[config.mk]
export PLATFORM = sky130hd
export DESIGN_NAME = uart_tx_arbiter
export DESIGN_NICKNAME = d
export VERILOG_FILES = /design/src/rtl/uart_tx_arbiter.sv
export SDC_FILE = /design/constraint.sdc
export NUM_CORES = 1
export LEC_CHECK = 0
export BUFFER_PORTS_ARGS = -buffer_cell sky130_fd_sc_hd__buf_4
export CORE_MARGIN = 2
export CORE_UTILIZATION = 45
export DETAILED_ROUTE_END_ITERATION = 7
export GPL_TIMING_DRIVEN = 0
export PLACE_DENSITY = 0.71
export SYNTH_ARGS = -nofsm -noshare
export SYNTH_HDL_FRONTEND = slang
export SYNTH_SLANG_ARGS = --single-unit
[constraint.sdc]
create_clock -name clk -period 2 [get_ports clk]
set_input_delay 0.4 -clock clk [delete_from_list [all_inputs] [get_ports clk]]
set_output_delay 0.4 -clock clk [all_outputs]
set_load 0.01 [all_outputs]
[src/rtl/uart_tx_arbiter.sv]
// Round-robin arbiter sharing one uart_tx among N_REQ byte-stream requesters; one message per grant.
// Latency: request -> grant +1, tx_start/req_ready +2; requesters wait on req_ready, uart_tx gates via tx_done_tick.
module uart_tx_arbiter #(
  parameter int N_REQ        = 2,
  parameter int HOLD_TIMEOUT = 4096
) (
  input  logic                 clk,
  input  logic                 reset,
  input  logic [N_REQ-1:0]     req_valid,
  input  logic [8*N_REQ-1:0]   req_data,
  input  logic [N_REQ-1:0]     req_last,
  output logic [N_REQ-1:0]     req_ready,
  output logic [N_REQ-1:0]     grant,
  output logic                 busy,
  output logic                 abort,
  output logic                 tx_start,
  output logic [7:0]           tx_din,
  input  logic                 tx_done_tick
);

  localparam int IW = $clog2(N_REQ);
  localparam int CW = (HOLD_TIMEOUT > 1) ? $clog2(HOLD_TIMEOUT + 1) : 1;
  localparam logic [CW:0] HOLD_LIM = (CW+1)'(HOLD_TIMEOUT);

  typedef enum logic [1:0] {IDLE, LOAD, WAIT_DONE, WAIT_BYTE} state_t;

  state_t          state;
  logic [IW-1:0]   rr_ptr;
  logic [IW-1:0]   owner;
  logic [IW-1:0]   owner_next;
  logic [IW-1:0]   pick_idx;
  logic            pick_found;
  logic            last_f;
  logic [CW-1:0]   hold_cnt;
  logic            hold_expired;
  logic [7:0]      data_arr [N_REQ];

  always_comb begin
    for (int k = 0; k < N_REQ; k++) begin
      data_arr[k] = req_data[8*k +: 8];
    end
  end

  // Scan from the highest offset down so the lowest offset from rr_ptr wins.
  always_comb begin : pick
    logic [IW:0] cand;
    pick_found = 1'b0;
    pick_idx   = '0;
    cand       = '0;
    for (int k = N_REQ-1; k >= 0; k--) begin
      cand = {1'b0, rr_ptr} + (IW+1)'(k);
      if (cand >= (IW+1)'(N_REQ)) begin
        cand = cand - (IW+1)'(N_REQ);
      end
      if (req_valid[cand[IW-1:0]]) begin
        pick_found = 1'b1;
        pick_idx   = cand[IW-1:0];
      end
    end
  end

  assign owner_next = (owner == IW'(N_REQ-1)) ? '0 : owner + IW'(1);

  // hold_cnt holds the number of cycles elapsed since the tick that ended the previous byte.
  assign hold_expired = (HOLD_TIMEOUT != 0) && (({1'b0, hold_cnt} + (CW+1)'(1)) >= HOLD_LIM);

  always_ff @(posedge clk or posedge reset) begin
    if (reset) begin
      state     <= IDLE;
      rr_ptr    <= '0;
      owner     <= '0;
      last_f    <= 1'b0;
      hold_cnt  <= '0;
      req_ready <= '0;
      grant     <= '0;
      busy      <= 1'b0;
      abort     <= 1'b0;
      tx_start  <= 1'b0;
      tx_din    <= 8'h00;
    end else begin
      tx_start  <= 1'b0;
      req_ready <= '0;
      abort     <= 1'b0;
      case (state)
        IDLE: begin
          if (pick_found) begin
            owner <= pick_idx;
            grant <= N_REQ'(1) << pick_idx;
            busy  <= 1'b1;
            state <= LOAD;
          end
        end
        LOAD: begin
          tx_start  <= 1'b1;
          tx_din    <= data_arr[owner];
          req_ready <= N_REQ'(1) << owner;
          last_f    <= req_last[owner];
          state     <= WAIT_DONE;
        end
        WAIT_DONE: begin
          if (tx_done_tick) begin
            if (last_f) begin
              grant  <= '0;
              busy   <= 1'b0;
              rr_ptr <= owner_next;
              state  <= IDLE;
            end else begin
              hold_cnt <= CW'(1);
              state    <= WAIT_BYTE;
            end
          end
        end
        WAIT_BYTE: begin
          if (req_valid[owner]) begin
            hold_cnt <= '0;
            state    <= LOAD;
          end else begin
            hold_cnt <= hold_cnt + CW'(1);
            if (hold_expired) begin
              abort  <= 1'b1;
              grant  <= '0;
              busy   <= 1'b0;
              rr_ptr <= owner_next;
              state  <= IDLE;
            end
          end
        end
        default: state <= IDLE;
      endcase
    end
  end

endmodule

# Word level (Yosys, flattened, before mapping)
# Index checks and enable logic that the tools add are counted.
[word_totals]
register_bits = 33
mem_bits_ro = 0
ram_bits = 0
wordCells = 94
latch_bits = 0
n_memories = 0
[op_classes]
n_mux = 49
mul = 0
n_reduce_logical = 8
n_div = 0
n_bitwise = 1
order_cmp = 7
eq_ne = 10
n_shift = 2
n_addsub = 6
[op_table]
columns = ["op", "n"]
rows = [
  ["2-to-1 mux 13 bit", 3],
  ["2-to-1 mux 1 bit", 28],
  ["one-hot mux 13 bit (2 select lines)", 1],
  ["2-to-1 mux 8 bit", 3],
  ["2-to-1 mux 2 bit", 10],
  ["adder 13 x 1 -> 14 bit (second input constant)", 1],
  [">= comparator 14 x 13 -> 1 bit (second input constant)", 1],
  ["adder 13 x 1 -> 13 bit (second input constant)", 1],
  ["!= test 2 bit (second input constant)", 6],
  ["one-hot mux 2 bit (4 select lines)", 1],
  ["< comparator 1 x 2 -> 1 bit (second input constant)", 3],
  ["one-hot mux 2 bit (3 select lines)", 1],
  ["AND reduction 3 bit", 2],
  ["AND reduction 6 bit", 1],
  ["AND reduction 5 bit", 1],
  ["equality test 2 bit (second input constant)", 2],
  [">= comparator 2 bit (second input constant)", 2],
  ["<< shifter 1 x 1 -> 2 bit (first input constant)", 2],
  ["!= test 3 bit (second input constant)", 1],
  ["one-hot mux 1 bit (3 select lines)", 1],
  ["nonzero test 3 bit", 1],
  ["adder 1 x 1 -> 2 bit (second input constant)", 1],
  ["equality test 2 x 1 -> 1 bit (second input constant)", 1],
  [">= comparator 1 x 2 -> 1 bit (second input constant)", 1],
  ["other kinds (7)", 8],
]

# Logic depth before layout (Yosys ltp)
[depth]
word_depth = 10
mapped_depth = 8
mapped_depth_nobuf = 6

# Worst setup path before layout
# OpenSTA, ideal clock, no wires.
[synth_timing]
path_type = "reg-to-reg"
from = "register hold_cnt[0]"
to = "register grant[0]"
t_required_ns = 1.879
path_stages_with_launch = 7
setup_ns = 0.121
path_buffers = 0
setup_slack_ns = 0.158
arrival_ns = 1.721
synth_period_minus_slack_ns = 1.842
cell_sequence = "dfrtp_1 > ha_1 > nand3_4 > nor4_4 > mux2i_1 > a211o_1 > a32o_2"
[synth_via]
elab_chain_cells = 4
[synth_rtl]
columns = ["element", "line", "source"]
rows = [
  ["start, declared", "34", "logic [CW-1:0] hold_cnt;"],
  ["start signal, assigned", "118", "hold_cnt <= hold_cnt + CW'(1);"],
  ["adder 13 x 1 -> 14 bit", "65", "assign hold_expired = (HOLD_TIMEOUT != 0) && (({1'b0, hold_cnt} + (CW+1)'(1)) >= HOLD_LIM);"],
  [">= comparator 14 x 13 -> 1 bit", "65", ""],
  ["!= test 2 bit (no source line)", "--", ""],
  ["AND reduction 6 bit (no source line)", "--", ""],
  ["end signal, assigned", "88", "grant <= N_REQ'(1) << pick_idx;"],
  ["end, declared", "13", "output logic [N_REQ-1:0] grant,"],
]
# Every way passes these cells.
# A chain may end at the register's enable or synchronous reset.

# Worst setup path in the final report
[layout_timing]
from = "register hold_cnt[6]"
to = "register grant[0]"
# The elaborated chain is that of the path after synthesis.

==> flow_summary.json <==
{
  "status": "completed",
  "clockRootBuffer": "clkbuf_8",
  "syn_nets": 198,
  "power_leakage_uw": 0.00103,
  "cp_max_fo": 8,
  "cts_max_level": 2,
  "grt-busiest-layer": "met2",
  "grt_usage": 0.200,
  "antennaDiodeCount": 0,
  "ant_nets": 0,
  "relSlewSlack": 0.545,
  "startpoint_type": "register",
  "synth_area_mm2": 0.00166,
  "ioPinCount": 38,
  "area_growth_pct": 28.6,
  "cts_sinks": 33,
  "timing.max_cap.violations": 0,
  "die_h_um": 64.7,
  "wl_per_cell_um": 13.6,
  "synth_top_family_by_area": "simple AND/OR/NAND/NOR gates",
  "yosys.area_share.adder": 0.00755,
  "synth-seq-cells": 33,
  "synth_compound_area_frac": 0.192,
  "overflow": 0,
  "post_cts_buffers": 0,
  "power_density_mw_per_mm2": 1280,
  "cp_cell_sequence": "nand4_4, nor4_4, mux2i_4, a211o_1, a32o_2",
  "worstSkewPairLatency_ns": 0.29,
  "worstMarginPinSlew_ns": 0.682,
  "start_util": 0.460,
  "synth_top_cells_by_area": "dfrtp_1, o21ai_0, mux2i_1",
  "synthCells": 174,
  "max_freq_mhz": 543,
  "syn_area_per_cell_um2": 9.53,
  "gp_congestion": 0.770,
  "slew_violations": 0,
  "synth_top_area_cell": "dfrtp_1",
  "die_area_mm2": 0.00419,
  "slowest_stage": "dfrtp_1",
  "clkSlewWorstSetupHoldPaths_ns": 0.07,
  "fin_crit_ns": 1.84,
  "antenna_found_initial": 0,
  "end_kind": "register",
  "required_ns": 2.18,
  "synth_cell_type_count": 37,
  "rows": 22,
  "finalCritPeriodShare": 0.921,
  "finalWirelength_mm": 3.65,
  "ys_seq_area_frac": 0.498,
  "cts_buffers": 5,
  "worstPathArrival_ns": 2.02,
  "clock_path_buffers": 2,
  "grt_pass1_vias": 1422,
  "finalClockSkew_ns": 0.00456,
  "cts_tree": "done",
  "first_pass_iters": 4,
  "viasPerCell": 5.35,
  "gr-usage-met1": 0.228,
  "use_met2": 0.340,
  "synth-xor-area-share": 0,
  "core_area_mm2": 0.00361,
  "holdWs_ns": 0.0916,
  "synthMuxAreaShare": 0.0664,
  "yosys.area_share.simple": 0.194,
  "finalHoldViolations": 0,
  "report.final.setup_viol": 0,
  "drc": 0,
  "max_stage_delay_ns": 0.51,
  "port_buffers": 37,
  "hpwl_mm": 2.56,
  "ys_warn_count": 0,
  "hold_class": "input port to async pin",
  "critPathTopFamily": "compound AO/OA/AOI/OAI gates",
  "vias": 1435,
  "final_layout_size_suffix_gt1_frac": 0.255,
  "synth_top_area_frac": 0.498,
  "fin_util": 0.591,
  "fp.dieW_um": 64.7,
  "nNetsFinal": 243,
  "vdd_drop_max_mv": 0.758,
  "grt_start_max_net_pins": 34,
  "met3_usage": 0.0729,
  "worst-setup-path-type": "register to register",
  "grt_pass1_wl_mm": 6.33,
  "path_buf_inv": 0,
  "drtIter0Drc": 106
}
## where the power goes
group          internal (uW)  leakage, uW  switching [uW]
Combinational            571     0.000557             668
Clock                    241    0.0000450             246
Sequential               876     0.000426             118
## synthesized netlist by cell type (all sizes together)
cell type / number
and3: 1
nor2: 15
a211o: 1
a31oi: 4
dfrtp: 33
o21ai: 28
nor3: 2
and2: 3
nand2b: 3
a311o: 1
a32o: 2
a22o: 2
a21o: 1
a41oi: 1
buf: 4
a22oi: 1
clkbuf: 6
or2b: 1
nand4: 3
nor4: 2
nand3: 6
nand2: 25
o22a: 1
o31ai: 4
o311ai: 1
nor2b: 1
ha: 1
inv: 6
o21bai: 1
a21oi: 3
mux2i: 11
## cell usage in the layout (no fill, tap or decap), types with 2 or more instances in the layout
master	Yosys	routed
clkbuf_8	0	5
o31ai_1	4	4
nand2b_1	3	3
clkinv_2	0	2
clkbuf_1	6	6
nand3_1	5	5
o21ai_0	28	27
mux2i_1	11	9
a22o_1	2	2
a21oi_1	3	3
buf_4	0	37
mux2i_4	0	2
inv_1	6	5
nand2_1	25	25
nor3_1	2	2
dfrtp_1	33	33
nor2_1	15	15
a31oi_1	4	4
nand4_1	2	2
buf_2	2	2
a32o_2	2	2
and2_1	2	2
## state kept, by name, summed over array words and instances, names as in the netlist
signal and cells:
req_ready 2, grant 2, owner 1, busy 1, abort 1, last_f 1
state 2, rr_ptr 1, tx_din 8, tx_start 1, hold_cnt 13
## per-layer routing
layer  vias to the layer above  part of all wire  routed length, um
met5                         -                 0                  0
met4                         0             0.019                 68
met3                         8             0.066                241
met2                        49              0.51               1850
met1                       671              0.41               1490
li1                        707                 -                  -
## worst paths after layout
kind,startpoint,to,slack [ns],cells after the start
worst max-delay path,hold_cnt[6],grant[0],0.16,5
worst min-delay path,reset,hold_cnt[7],0.09,2
worst max register to register,hold_cnt[6],grant[0],0.16,5
worst min register to register,tx_din[6],tx_din[6],0.48,2
max in group asynchronous,reset,state[0],1.48,3
min in group clk,req_valid[0],owner,0.36,2
## area by class of cell
cell class,count,area (um2)
Tap cell,48,60.1
Fill cell,325,1470
Sequential cell,33,826
Multi-Input combinational cell,125,787
Inverter,6,22.5
Clock inverter,2,10.0
Buffer,10,48.8
Timing Repair Buffer,38,305
Clock buffer,6,72.6
## stage by stage
stage / std cells / instance area (um2) / power, uW / worst slack, ns / setup TNS (ns)
2_1_floorplan: 174 / 1660 / 1790 / 0.158 / 0
3_3_place_gp: 259 / 2000 / 2200 / -0.0333 / -0.0749
3_5_place_dp: 259 / 2000 / 2230 / -0.0473 / -0.119
4_1_cts: 267 / 2080 / 2720 / 0.0125 / 0
5_1_grt: 268 / 2130 / 2950 / -0.00367 / -0.00852
6_report: 268 / 2130 / 2720 / 0.159 / 0
## repair_timing
| item | 4_1_cts | 5_1_grt |
|---|---|---|
| hold buffers | 0 | 0 |
| gates cloned | 0 | 0 |
| setup endpoints to repair | 4 | 15 |
| pin swaps | 0 | 1 |
| resized for setup | 1 | 6 |
## logic make-up (layout without fill, tap and decap cells)
logic type | after synthesis | in the layout
muxes | 11 | 11
buffers and inverters | 16 | 62
and+or+nand+nor | 62 | 62
AOI/OAI and AO/OA | 51 | 51
adders and majority gates | 1 | 1
DFF | 33 | 33
(Power assumes the default switching activity.)
